`src/rtl/sccb_reg_init.sv`:
```
// Camera register-load sequencer: walks a fixed (register, value) table and issues one SCCB write per entry.
// Optional per-entry retry on NACK/timeout is enabled by defining SCCB_INIT_RETRY_EN.
module sccb_reg_init #(
  parameter int NUM_REGS       = 6,
  parameter int DELAY_CYCLES   = 50000,
  parameter int TIMEOUT_CYCLES = 200000,
  parameter int MAX_RETRY      = 3
) (
  input  logic        clk,
  input  logic        rst,
  input  logic        start,
  output logic        drv_wr_en,
  output logic [7:0]  drv_addr,
  output logic [7:0]  drv_wr_data,
  input  logic        drv_done,
  input  logic        drv_ack,
  output logic        busy,
  output logic        done,
  output logic        error,
  output logic [7:0]  err_index,
  output logic [31:0] debug_out
);

  typedef enum logic [3:0] {
    S_IDLE  = 4'h0, S_FETCH = 4'h1, S_ISSUE = 4'h2, S_GAP  = 4'h3,
    S_WAIT  = 4'h4, S_CHECK = 4'h5, S_DELAY = 4'h6, S_NEXT = 4'h7,
    S_FAIL  = 4'h8, S_DONE  = 4'h9, S_ERR   = 4'hA
  } state_t;

`ifdef SCCB_INIT_RETRY_EN
  localparam bit RETRY_EN = 1'b1;
`else
  localparam bit RETRY_EN = 1'b0;
`endif

  localparam logic [7:0]  LAST_IDX = 8'(NUM_REGS);
  localparam logic [31:0] DLY_LOAD = 32'(DELAY_CYCLES - 1);
  localparam logic [31:0] TMO_LAST = 32'(TIMEOUT_CYCLES - 1);

  // Register FF marks a delay entry; its value byte is ignored.
  function automatic logic [15:0] table_entry(input logic [7:0] i);
    case (i)
      8'd0:    return 16'h1280;
      8'd1:    return 16'hFF00;
      8'd2:    return 16'h1214;
      8'd3:    return 16'h40D0;
      8'd4:    return 16'h1101;
      8'd5:    return 16'h3A04;
      default: return 16'h0000;
    endcase
  endfunction

  state_t      state_q, state_d;
  logic [7:0]  idx_q, idx_d;
  logic [7:0]  addr_q, addr_d;
  logic [7:0]  data_q, data_d;
  logic [3:0]  retry_q, retry_d;
  logic [31:0] tmo_q, tmo_d;
  logic [31:0] dly_q, dly_d;
  logic [7:0]  err_index_q, err_index_d;
  logic        wr_en_q, wr_en_d;
  logic        busy_q, busy_d;
  logic        done_q, done_d;
  logic        error_q, error_d;
  logic [15:0] entry;
  logic        retry_ok;

  always_comb begin
    // NOTE: every signal gets a default first so no path can infer a latch.
    state_d     = state_q;
    idx_d       = idx_q;
    addr_d      = addr_q;
    data_d      = data_q;
    retry_d     = retry_q;
    tmo_d       = tmo_q;
    dly_d       = dly_q;
    err_index_d = err_index_q;
    entry       = table_entry(idx_q);
    retry_ok    = RETRY_EN && ({28'd0, retry_q} < 32'(MAX_RETRY));

    case (state_q)
      S_IDLE:  if (start) state_d = S_FETCH;
      S_FETCH: begin
        if (idx_q == LAST_IDX) begin
          state_d = S_DONE;
        end else begin
          addr_d = entry[15:8];
          data_d = entry[7:0];
          if (entry[15:8] == 8'hFF) begin
            dly_d   = DLY_LOAD;
            state_d = S_DELAY;
          end else begin
            state_d = S_ISSUE;
          end
        end
      end
      S_ISSUE: begin
        tmo_d   = '0;
        state_d = S_GAP;
      end
      S_GAP:   state_d = S_WAIT;
      S_WAIT: begin
        if (drv_done) begin
          state_d = S_CHECK;
        end else if (tmo_q == TMO_LAST) begin
          state_d = retry_ok ? S_ISSUE : S_FAIL;
          if (retry_ok) retry_d = retry_q + 4'd1;
        end else begin
          tmo_d = tmo_q + 32'd1;
        end
      end
      S_CHECK: begin
        if (drv_ack) begin
          state_d = S_NEXT;
        end else begin
          state_d = retry_ok ? S_ISSUE : S_FAIL;
          if (retry_ok) retry_d = retry_q + 4'd1;
        end
      end
      // Counter runs D-1..0 and then one wrapped cycle, giving D+1 cycles here.
      S_DELAY: begin
        dly_d = dly_q - 32'd1;
        if (dly_q == '1) state_d = S_NEXT;
      end
      S_NEXT: begin
        idx_d   = idx_q + 8'd1;
        retry_d = '0;
        state_d = S_FETCH;
      end
      S_FAIL: begin
        err_index_d = idx_q;
        state_d     = S_ERR;
      end
      S_DONE, S_ERR: state_d = state_q;
      default:       state_d = S_IDLE;
    endcase

    // Outputs are registered from the next state so they line up with state_q.
    wr_en_d = (state_d == S_ISSUE);
    done_d  = (state_d == S_DONE);
    error_d = (state_d == S_ERR);
    busy_d  = !(state_d inside {S_IDLE, S_DONE, S_ERR});
  end

  // NOTE: sequential state uses non-blocking assignments only; all flops reset, none are memories.
  always_ff @(posedge clk or negedge rst) begin
    if (!rst) begin
      state_q     <= S_IDLE;
      idx_q       <= '0;
      addr_q      <= '0;
      data_q      <= '0;
      retry_q     <= '0;
      tmo_q       <= '0;
      dly_q       <= '0;
      err_index_q <= '0;
      wr_en_q     <= 1'b0;
      busy_q      <= 1'b0;
      done_q      <= 1'b0;
      error_q     <= 1'b0;
    end else begin
      state_q     <= state_d;
      idx_q       <= idx_d;
      addr_q      <= addr_d;
      data_q      <= data_d;
      retry_q     <= retry_d;
      tmo_q       <= tmo_d;
      dly_q       <= dly_d;
      err_index_q <= err_index_d;
      wr_en_q     <= wr_en_d;
      busy_q      <= busy_d;
      done_q      <= done_d;
      error_q     <= error_d;
    end
  end

  assign drv_wr_en   = wr_en_q;
  assign drv_addr    = addr_q;
  assign drv_wr_data = data_q;
  assign busy        = busy_q;
  assign done        = done_q;
  assign error       = error_q;
  assign err_index   = err_index_q;
  assign debug_out   = {state_q, retry_q, idx_q, addr_q, data_q};

endmodule
```
`config.mk`:
```
export PLATFORM = sky130hd
export DESIGN_NAME = sccb_reg_init
export DESIGN_NICKNAME = d
export VERILOG_FILES = /design/src/rtl/sccb_reg_init.sv
export SDC_FILE = /design/constraint.sdc
export NUM_CORES = 1
export LEC_CHECK = 0
export ABC_AREA = 1
export CORE_AREA = 2 2 91 159
export DETAILED_ROUTE_END_ITERATION = 7
export DIE_AREA = 0 0 93 161
export GPL_ROUTABILITY_DRIVEN = 0
export GPL_TIMING_DRIVEN = 1
export HOLD_SLACK_MARGIN = 0.15
export SETUP_SLACK_MARGIN = 0.2
export SLEW_MARGIN = 20
export SYNTH_ARGS = -nofsm -noshare
export SYNTH_HDL_FRONTEND = slang
export SYNTH_SLANG_ARGS = --single-unit
```
`constraint.sdc`:
```
create_clock -name clk -period 4.7 [get_ports clk]
set_clock_uncertainty 0.15 [all_clocks]
set_input_delay 1.41 -clock clk [delete_from_list [all_inputs] [get_ports clk]]
set_output_delay 1.41 -clock clk [all_outputs]
set_load 0.02 [all_outputs]
```
==> flow_summary.yaml, run 1 <==
sta:
  slew_viol_final: 0
  worstMarginPinSlew_ps: 907
  finalCritPeriodShare_pct: 64.7
  finalHoldWorstSlack_ps: 339
  rsz0062_at_grt: "false"
  maxSlewHeadroom_pct: 39.4
  period_needed_ps: 3040
  finalSetupTns_ps: 0
  max_freq_mhz: 329
  setup_viol_count_final: 0
  finalHoldViolations: 0
global_route:
  grt_pass1_vias: 5568
  antenna_found_initial: 0
  grt_max_degree: 82
  overflow: 0
  grt_usage_pct: 23.6
  grt_pass1_wl_um: 27600
job:
  max_cap_viol_count: 0
synthesis:
  ys_ff_latch: 99
  ys_types: 35
  synth-edff-count: 0
  yosys_most_used_dff: "dfrtp_1"
  synthTopCellsByArea: "dfrtp_1 41%, nand2_1 16%, nor2_1 9.6%, xor2_1 5.3%, o21ai_0 5.2%"
  syn_area_um2: 6070
  synthArstFlopShare_pct: 100
  yosysWarningCount: 0
  avgSynthCellArea_um2: 7.03
  synth_top_area_share_pct: 40.8
  yosysSeqAreaShare_pct: 40.8
  synth_common_cells: "260 x nand2_1, 156 x nor2_1, 99 x dfrtp_1"
  syn_inst: 864
  synth.most_common_cell: "nand2_1"
  yosys.area.top_type: "dfrtp_1"
route:
  postRouteAntennaNets: 0
  drt-vias-per-instance: 5.19
  drc: 0
  routed_wl_um: 17200
  firstDrtPassIters: 5
  wl_per_cell_um: 15.9
  vias: 5607
  drt_iter0_drc: 329
floorplanning:
  die_x_um: 93
  coreArea_um2: 13700
  start_util_pct: 44.3
  die_h_um: 161
  die-area_um2: 15000
  ioPinCount: 65
  rows: 57
clock_tree:
  clkSlewWorstSetupHoldPaths_ps: 70
  clkSinkCount: 99
  numCtsBuffers: 9
  cts_resized: 0
  clock-root-buffer: "clkbuf_16"
  htree_levels: 3
  cts_setup_buffers: 0
  holdBufCountCts: 0
  tritoncts: "built"
  cts_max_path_buffers: 2
  insertion_delay_ps: 350
worst_setup_path:
  cp_cell_sequence: "nor2_1, nand2_1, inv_1, nand2_2, a21boi_1, o21ai_0"
  r2r_setup_slack_ps: 1660
  cp.required_ps: 4750
  slowest_delay_ps: 730
  critPathKind: "reg -> reg"
  path_delay_family: "compound AO/OA/AOI/OAI gates"
  crit_buf_inv: 1
  cp-start-kind: "flip-flop"
  cpMaxStageDelayCell: "a21boi_1"
  cp_data_arrival_time_ps: 3090
  reg2reg_from: "state_q[1]"
  ff2ff_path_depth: 6
  r2r-end: "tmo_q[14]"
  cp_max_fo: 22
  end_kind: "flip-flop"
hold_path:
  holdCritStartpoint: "err_index[4]"
  worstHoldEndpoint: "err_index[4]"
  hold_class: "reg -> reg"
  holdPathStages: 2
placement:
  portBuffers: 54
  dp.cells: 1065
  dp_hpwl_um: 13000
cells_and_area:
  seq_area_um2: 2480
  fin_nets: 911
  final_cells: 1081
  final_util_pct: 50.5
  fillers: 1388
  multiInputGateArea_um2: 3110
  syn_to_final_growth_pct: 13.8
  antenna_cells: 0
  drive_above_1_share_pct: 3.32
pwr:
  p_per_area_nw_per_um2: 487
  total_power_mw: 3.36
  vdd_ir_drop_max_mv: 0.222
  cellLeakagePower_nw: 3.08
outcome:
  outcome: "complete, no violations"
-- cells by family after synthesis --
kind of cell	count (synthesis)	share of synthesized area [%]
and+or+nand+nor	525	35.6
buffers and inverters	107	8.59
xor gates and xnor gates	43	6.20
DFF	99	40.8
AOI/OAI and AO/OA	81	7.15
other	1	0.0618
muxes	1	0.185
adders and majority gates	7	1.44
-- worst max path at each step --
stage,startpoint,end,slack (ps),cells past startpoint
floorplan,drv_done,tmo_q[13],2300,4
global placement,drv_done,tmo_q[13],1520,4
detailed placement,drv_done,tmo_q[26],1450,4
CTS,state_q[1],tmo_q[14],1630,6
global route,state_q[1],tmo_q[31],1280,7
finish,state_q[1],tmo_q[14],1660,6
-- worst reg2reg max path, cell delays in order, from the launching register on --
cell and delay [ps]:
dfrtp_1 420, nor2_1 280, nand2_1 310, inv_1 660, nand2_2 160, a21boi_1 730
o21ai_0 180
-- registers in the layout, indices dropped and copies added (netlist names) --
register     count
done             1
idx_q            8
err_index        8
drv_addr         6
drv_wr_en        1
drv_wr_data      5
busy             1
dly_q           32
state_q          4
tmo_q           32
error            1
-- report_power, final --
group / switching [mW] / internal [mW] / leakage, nW
combinational: 0.947 / 0.470 / 1.61
clock: 0.349 / 0.421 / 0.149
sequential: 0.170 / 1.01 / 1.32
total: 1.47 / 1.90 / 3.08
-- metal layers --
layer / wire length [µm] / global-route usage [%] / vias up
met3: 390 / 2.71 / 61
met1: 6410 / 24.4 / 2623
met5: 0 / 0 / -
met4: 1050 / 14.8 / 0
li1: - / - / 2789
met2: 9320 / 44.2 / 134
-- cell type report --
class,instances,area share [%]
multi-input combinational,667,44.9
clock buffer,10,3.31
timing repair buffer,56,8.06
inverter,66,3.59
clock inverter,6,1.05
sequential,99,35.9
tap,177,3.20
-- placed cells by master (no fill, tap or decap), drive strengths merged, types with 2 or more instances in the layout --
cell,count
nand2,264
dfrtp,99
a21boi,5
nand3,59
nor3,16
a31oi,2
nor2,159
clkinv,2
buf,3
a21oi,4
nand4,20
xnor2,6
clkdlybuf4s50,53
ha,7
clkbuf,10
o22ai,3
xor2,37
inv,69
o21ai,65
or2,3
nand3b,2
conb,10
-- stage by stage --
step / setup WS [ps] / area [µm²]
floorplan: 2300 / 6100
global placement: 1520 / 6610
detailed placement: 1450 / 6610
CTS: 1630 / 6910
global route: 1280 / 6910
finish: 1660 / 6910
Note: power is estimated with default switching activity, not from simulation.
==> inputs of run 2 (changes only) <==
- clock period: 4.7 -> 2.9 ns (I/O delays scaled with it)
==> run 2 against run 1 <==
Register-to-register slack lost 1100 ps. Core utilization grew 0.48 points. Die area is the same. Cell count grew 0.65%. Clock-buffer cell count is the same. Design area grew 0.94%. Non-clock buffer count grew 7. Global-route usage shrank 0.13 points. Sequential power grew 62%. Clock power grew 54%. Hold slack lost 57 ps. Combinational power grew 69%.
==> flow_summary.yaml, run 2 (same netlist as run 1, synthesis figures left out) <==
sta:
  setup_viol_count_final: 0
  period_needed_ps: 2500
  setup_ws_ps: 400
  rsz0062_at_grt: "false"
  finalHoldViolations: 0
  worstMarginPinSlew_ps: 887
  maxSlewHeadroom_pct: 40.8
  finalSetupTns_ps: 0
  finalCritPeriodShare_pct: 86.2
  max_freq_mhz: 400
  slew_viol_final: 0
placement:
  portBuffers: 54
  dp_slack_ps: 225
  dp_hpwl_um: 13000
job:
  max_cap_viol_count: 0
floorplanning:
  die-area_um2: 15000
  die_h_um: 161
  rows: 57
  start_util_pct: 44.3
  coreArea_um2: 13700
  ioPinCount: 65
  die_x_um: 93
global_route:
  grt_usage_pct: 23.5
  grt_pass1_vias: 5656
  antenna_found_initial: 0
  grt_max_degree: 53
  grt_pass1_wl_um: 27600
  overflow: 0
worst_setup_path:
  cp_data_arrival_time_ps: 1480
  path_delay_family: "buffers and inverters"
  slowest_delay_ps: 710
  crit_buf_inv: 1
  critPathKind: "reg -> out"
  cp_max_fo: 5
  cp_cell_sequence: "clkdlybuf4s50_1"
  cp-start-kind: "flip-flop"
  cp.required_ps: 1880
  end_kind: "output pin"
  cpMaxStageDelayCell: "clkdlybuf4s50_1"
route:
  drc: 0
  routed_wl_um: 17000
  vias: 5590
  postRouteAntennaNets: 0
  drt-vias-per-instance: 5.14
  wl_per_cell_um: 15.6
  firstDrtPassIters: 5
  drt_iter0_drc: 232
clock_tree:
  clkSinkCount: 99
  htree_levels: 3
  numCtsBuffers: 9
  cts_max_path_buffers: 2
  tritoncts: "built"
  cts_setup_buffers: 0
  clock-root-buffer: "clkbuf_16"
  cts_resized: 0
  clkSlewWorstSetupHoldPaths_ps: 70
  holdBufCountCts: 0
  insertion_delay_ps: 350
pwr:
  p_per_area_nw_per_um2: 789
  vdd_ir_drop_max_mv: 0.383
  cellLeakagePower_nw: 3.11
cells_and_area:
  fillers: 1390
  syn_to_final_growth_pct: 14.9
  seq_area_um2: 2480
  largestRegisters: "dly_q: 32 flops, tmo_q: 32 flops"
  fin_nets: 918
  antenna_cells: 0
  multiInputGateArea_um2: 3110
  final_cell_mix: "260 x nand2_1, 156 x nor2_1, 99 x dfrtp_1"
  drive_above_1_share_pct: 4.17
  final_common_cell: "nand2_1"
outcome:
  outcome: "complete, no violations"
hold_path:
  hold_class: "in -> async"
[run 2: report_power, final]
group          switching, mW  total, mW  internal (mW)  leakage (nW)
registers              0.281       1.91           1.63          1.32
logic                   1.55       2.40          0.851          1.65
clock network          0.571       1.19          0.623         0.142
[run 2: stage by stage]
| step | cell area (µm²) | instances | util [%] | power, mW | hold WS [ps] |
|---|---|---|---|---|---|
| 3_5_place_dp | 6680 | 1072 | 48.8 | 4.35 | 330 |
| 3_3_place_gp | 6680 | 1072 | 48.8 | 4.31 | 323 |
| 4_1_cts | 6980 | 1088 | 50.9 | 5.56 | 294 |
| 6_report | 6980 | 1088 | 50.9 | 5.50 | 282 |
| 5_1_grt | 6980 | 1088 | 50.9 | 5.87 | 303 |
| 2_1_floorplan | 6100 | 873 | - | 3.51 | 326 |
[run 2: worst paths after layout]
check | from | cells past startpoint | end | slack (ps)
worst max-delay path | state_q[0] | 1 | debug_out[28] | 400
worst min-delay path | rst | 1 | tmo_q[16] | 280
worst max register to register | tmo_q[0] | 9 | tmo_q[9] | 560
worst min register to register | err_index[5] | 2 | err_index[5] | 350
max in group asynchronous | rst | 2 | dly_q[7] | 1680
min in group clk | err_index[5] | 2 | err_index[5] | 350
[run 2: final cells by class]
class / count / area share (%)
Timing Repair Buffer: 63 / 9.04
Clock buffer: 10 / 3.43
Inverter: 66 / 3.55
Tap cell: 177 / 3.17
Clock inverter: 6 / 0.771
Multi-Input combinational cell: 667 / 44.5
Sequential cell: 99 / 35.5
[run 2: per-layer routing]
metal  GRT usage (%)  share of wire (%)  vias to the layer above
met3            3.26                2.8                       53
met1            24.7                 37                     2603
li1                -                  -                     2800
met2            42.6                 54                      134
met4            15.6                6.1                        0
met5               0                  0                        -
==> inputs of run 3 (changes only) <==
- CORE_AREA: 2 2 91 159 -> 3 3 92 160
- DIE_AREA: 0 0 93 161 -> 0 0 95 163
==> run 3 against run 2 <==
Non-clock buffer count is the same. Cell count shrank 0.28%. Largest power group unchanged. Maximum frequency grew 1.3%. Critical path depth is the same. First-iteration DRC count grew 41%. Clock-buffer cell count shrank 1. Highest routed layer unchanged.
==> flow_summary.yaml, run 3 (same netlist as run 1, synthesis figures left out) <==
global_route:
  grt_pass1_vias: 5595
  grt_pass1_wl_um: 27600
  overflow: 0
  grt_max_degree: 50
  antenna_found_initial: 0
  grt_usage_pct: 23.2
cells_and_area:
  antenna_cells: 0
  drive_above_1_share_pct: 4.17
  final_common_cell: "nand2_1"
  fillers: 1344
  final_cells: 1085
  seq_area_um2: 2480
  final_cell_mix: "260 x nand2_1, 156 x nor2_1, 99 x dfrtp_1"
  largestRegisters: "dly_q: 32 flops, tmo_q: 32 flops"
  syn_to_final_growth_pct: 15.1
  multiInputGateArea_um2: 3110
  fin_nets: 918
route:
  drt-vias-per-instance: 5.12
  routed_wl_um: 16900
  drc: 0
  postRouteAntennaNets: 0
  vias: 5551
  drt_iter0_drc: 328
  firstDrtPassIters: 5
  wl_per_cell_um: 15.6
clock_tree:
  htree_levels: 3
  clkSinkCount: 99
  cts_max_path_buffers: 2
  holdBufCountCts: 0
  clkSlewWorstSetupHoldPaths_ps: 80
  cts_resized: 0
  clock-root-buffer: "clkbuf_16"
  cts_setup_buffers: 0
  tritoncts: "built"
  numCtsBuffers: 9
  insertion_delay_ps: 340
outcome:
  outcome: "complete, no violations"
sta:
  setup_viol_count_final: 0
  finalHoldViolations: 0
  slew_viol_final: 0
  maxSlewHeadroom_pct: 36.0
  worstMarginPinSlew_ps: 958
  finalCritPeriodShare_pct: 85.1
  max_freq_mhz: 405
  rsz0062_at_grt: "false"
  finalSetupTns_ps: 0
  period_needed_ps: 2470
floorplanning:
  start_util_pct: 44.9
  die_h_um: 163
  coreArea_um2: 13500
  die_x_um: 95
  ioPinCount: 65
  rows: 56
  die-area_um2: 15500
worst_setup_path:
  cp_data_arrival_time_ps: 1450
  crit_buf_inv: 1
  slowest_delay_ps: 670
  cp-start-kind: "flip-flop"
  path_delay_family: "buffers and inverters"
  critPathKind: "reg -> out"
  cpMaxStageDelayCell: "clkdlybuf4s50_1"
  cp_cell_sequence: "clkdlybuf4s50_1"
  cp_max_fo: 5
  end_kind: "output pin"
  cp.required_ps: 1880
placement:
  dp.cells: 1069
  portBuffers: 54
  dp_hpwl_um: 13000
pwr:
  p_sw_share_pct: 42.9
  p_switching_mw: 2.38
  clock_power_share_pct: 22.7
  pwr-share-comb_pct: 42.9
  power_frac_seq_pct: 34.4
  vdd_ir_drop_max_mv: 0.358
  cellLeakagePower_nw: 3.12
  p_int_mw: 3.16
  p_per_area_nw_per_um2: 792
hold_path:
  hold_class: "reg -> reg"
job:
  max_cap_viol_count: 0
-- run 3: cell types whose count changed in the layout (fill, tap and decap cells not counted) --
cell | previous run | this run
clkinvlp_4 | 1 | 2
bufinv_16 | 0 | 1
clkbuf_8 | 1 | 0
inv_6 | 3 | 2
-- run 3: stage by stage --
| step | instance area [µm²] | worst slack (ps) | power (mW) | util [%] | hold slack (ps) |
|---|---|---|---|---|---|
| after floorplan | 6100 | 1030 | 3.51 | - | 326 |
| after global placement | 6680 | 166 | 4.30 | 49.4 | 323 |
| after detailed placement | 6680 | 99.2 | 4.32 | 49.4 | 322 |
| after CTS | 6990 | 402 | 5.60 | 51.7 | 342 |
| after global routing | 6990 | 287 | 5.94 | 51.7 | 366 |
| final | 6990 | 432 | 5.54 | 51.7 | 339 |
-- run 3: cell type report --
type                       instances  share of cell area, %
clock buffer                       9                   3.22
timing repair buffer              63                   9.03
tap                              174                   3.12
multi-input combinational        667                   44.4
clock inverter                     7                   1.18
sequential                        99                   35.5
inverter                          66                   3.55
-- run 3: worst reg2reg max path: stages, from the launching register on --
cell and delay (ps):
dfrtp_1 420, ha_1 260, inv_1 150, nor2_4 90, nand3_1 70, nor2_1 50
nand2_1 70, nand2_2 70, a21boi_1 730, o21ai_0 170
-- run 3: layer usage --
metal	share of wire [%]	vias to the layer above	global-route usage, %
met5	0	-	0
met4	5.1	0	13.3
met3	2.7	39	3.88
met2	55	120	43.2
met1	37	2594	23.5
li1	-	2798	-
-- run 3: worst paths after layout --
check	from	endpoint	slack (ps)	depth (start not counted)
setup / recovery	state_q[0]	debug_out[28]	430	1
hold / removal	err_index[4]	err_index[4]	340	2
setup reg to reg	tmo_q[0]	tmo_q[14]	520	9
hold reg to reg	err_index[4]	err_index[4]	340	2
max in group asynchronous	rst	err_index[0]	1600	2
min in group asynchronous	rst	tmo_q[18]	370	1
-- run 3: power groups by stage --
| stage | clock network [mW] | logic [mW] | registers (mW) |
|---|---|---|---|
| floorplan | 0 | 1.47 | 2.04 |
| global placement | 0 | 2.37 | 1.93 |
| detailed placement | 0 | 2.39 | 1.93 |
| finish | 1.26 | 2.37 | 1.90 |
| CTS | 1.29 | 2.40 | 1.91 |
| global route | 1.35 | 2.64 | 1.95 |
==> edit: new RTL, flow settings as in run 1 <==
Reset style: synchronous (`rst`), changed in one clocked block.
--- a/src/rtl/sccb_reg_init.sv
+++ b/src/rtl/sccb_reg_init.sv
@@ -143,7 +143,7 @@
   end
 
   // NOTE: sequential state uses non-blocking assignments only; all flops reset, none are memories.
-  always_ff @(posedge clk or negedge rst) begin
+  always_ff @(posedge clk) begin
     if (!rst) begin
       state_q     <= S_IDLE;
       idx_q       <= '0;
Behaviour: differs if rst is asserted again (counterexample within 4 cycles, from zero or initial values and one cycle with rst low); with rst held inactive, the same outputs for 10 cycles.
==> edit against run 1 <==
Count of clock-buffer cells in the layout shrank 1; sequential cell count is the same; via count grew 8.8%; synthesized area grew 2.2%; largest cell class unchanged; wire length grew 4.8%; final area grew 0.85%; setup slack lost 0.060 ns; sequential share of layout area shrank 7.4 points.
Power is not compared: it rests on default switching activity, and its combinational part moved more than twofold at a synthesized area within 25%.
==> edit: results (changes against run 1) <==
| Metric | Value |
|---|---|
| Status | `complete, no violations` |
| Via density | `5.05 (-2.6%)` |
| Netlist cell types | `42 (+20%)` |
| First-pass GRT wire length | `28.6 mm (+3.6%)` |
| Post-synthesis sequential area ratio | `32.0% (-8.9 points)` |
| CP max stage cell | `clkdlybuf4s50_1` |
| Top FF cell, synth | `dfxtp_1` |
| R2R Setup Slk | `2.20 ns (+0.54 ns)` |
| Detailed router's first-iteration violation count | `242 (-26%)` |
| GRT Overall Usage | `24.4% (+0.75 points)` |
| Crit-path max FO | `8 (-64%)` |
| Mean routed wirelength per cell | `14.9 um (-6.1%)` |
| Cell count after synthesis | `995 (+15%)` |
| Clk. pwr | `0.723 mW` |
| Layout cell share with drive strength beyond 1 | `5.83% (+2.5 points)` |
| Worst EP arrival | `1.54 ns (-1.55 ns)` |
| Post-Place Worst Slack | `1.63 ns (+0.180 ns)` |
| Vias in the first global route | `5730 (+2.9%)` |
| P_leak | `2.69 nW` |
| Placed Cells | `1191 (+12%)` |
| Largest net degree at the start of global routing | `34 (-59%)` |
| Vias | `6100 (+8.8%)` |
| Fraction of registers with async set/reset | `0% (-100 points)` |
| Hold WS | `0.342 ns (+0.00236 ns)` |
| Commonest cells in the netlist | `nand2_1, nor2_1, dfxtp_1, a21oi_1, inv_1` |
| F_max | `0.322 GHz (-1.9%)` |
| Post-DP HPWL | `13.8 mm (+6.0%)` |
| Placed Area | `6680 um^2 (+1.2%)` |
| Ranking of synthesized cells by area | `dfxtp_1, nand2_1, nor2_1` |
| Delay-heaviest family, CP | `buffers and inverters` |
| CP max stage delay | `0.69 ns (-0.04 ns)` |
[edit: cell types whose count changed in the layout (fill, tap and decap cells not counted), moves of 8 or more]
| cell | delta |
|---|---|
| or2_2 | +8 |
| dfxtp_1 | +99 |
| dfrtp_1 | -99 |
| nand2_1 | +36 |
| xor2_1 | -23 |
| o21ai_0 | -33 |
| nor3_1 | +9 |
| nor2_1 | +25 |
| inv_1 | +14 |
| a21oi_1 | +74 |
[edit: final timing paths]
path | to | startpoint | depth (start not counted)
worst max-delay path | debug_out[31] | state_q[3] | 1
worst min-delay path | drv_wr_data[6] | drv_wr_data[6] | 2
worst max register to register | dly_q[7] | state_q[1] | 10
worst min register to register | drv_wr_data[6] | drv_wr_data[6] | 2
[edit: layout make-up]
cell class                      instances  area (um^2)
Clock buffer                            9          225
Tap cell                              177          221
Clock inverter                          7         60.1
Inverter                               87          332
Timing Repair Buffer                   57          563
Fill cell                            1515         6720
Multi-Input combinational cell        771         3590
Sequential cell                        99         1980
[edit: routing by layer]
metal	part of all wire [%]	up-vias	global-route usage, %
met1	37	2747	24.4
met2	55	102	47.1
li1	-	3198	-
met5	0	-	0
met4	5.5	0	13.2
met3	2.6	53	3.22
[edit: cells by family (layout without fill, tap and decap cells)]
kind of cell | after synthesis | count (layout) | share of synthesized area (%)
buf+inv | 134 | 160 | 10.8
compound gates | 122 | 122 | 10.4
flops | 99 | 99 | 32.0
xor+xnor | 23 | 23 | 3.25
fa+ha+maj | 7 | 7 | 1.41
other cells | 1 | 10 | 0.0605
simple gates | 609 | 609 | 42.2
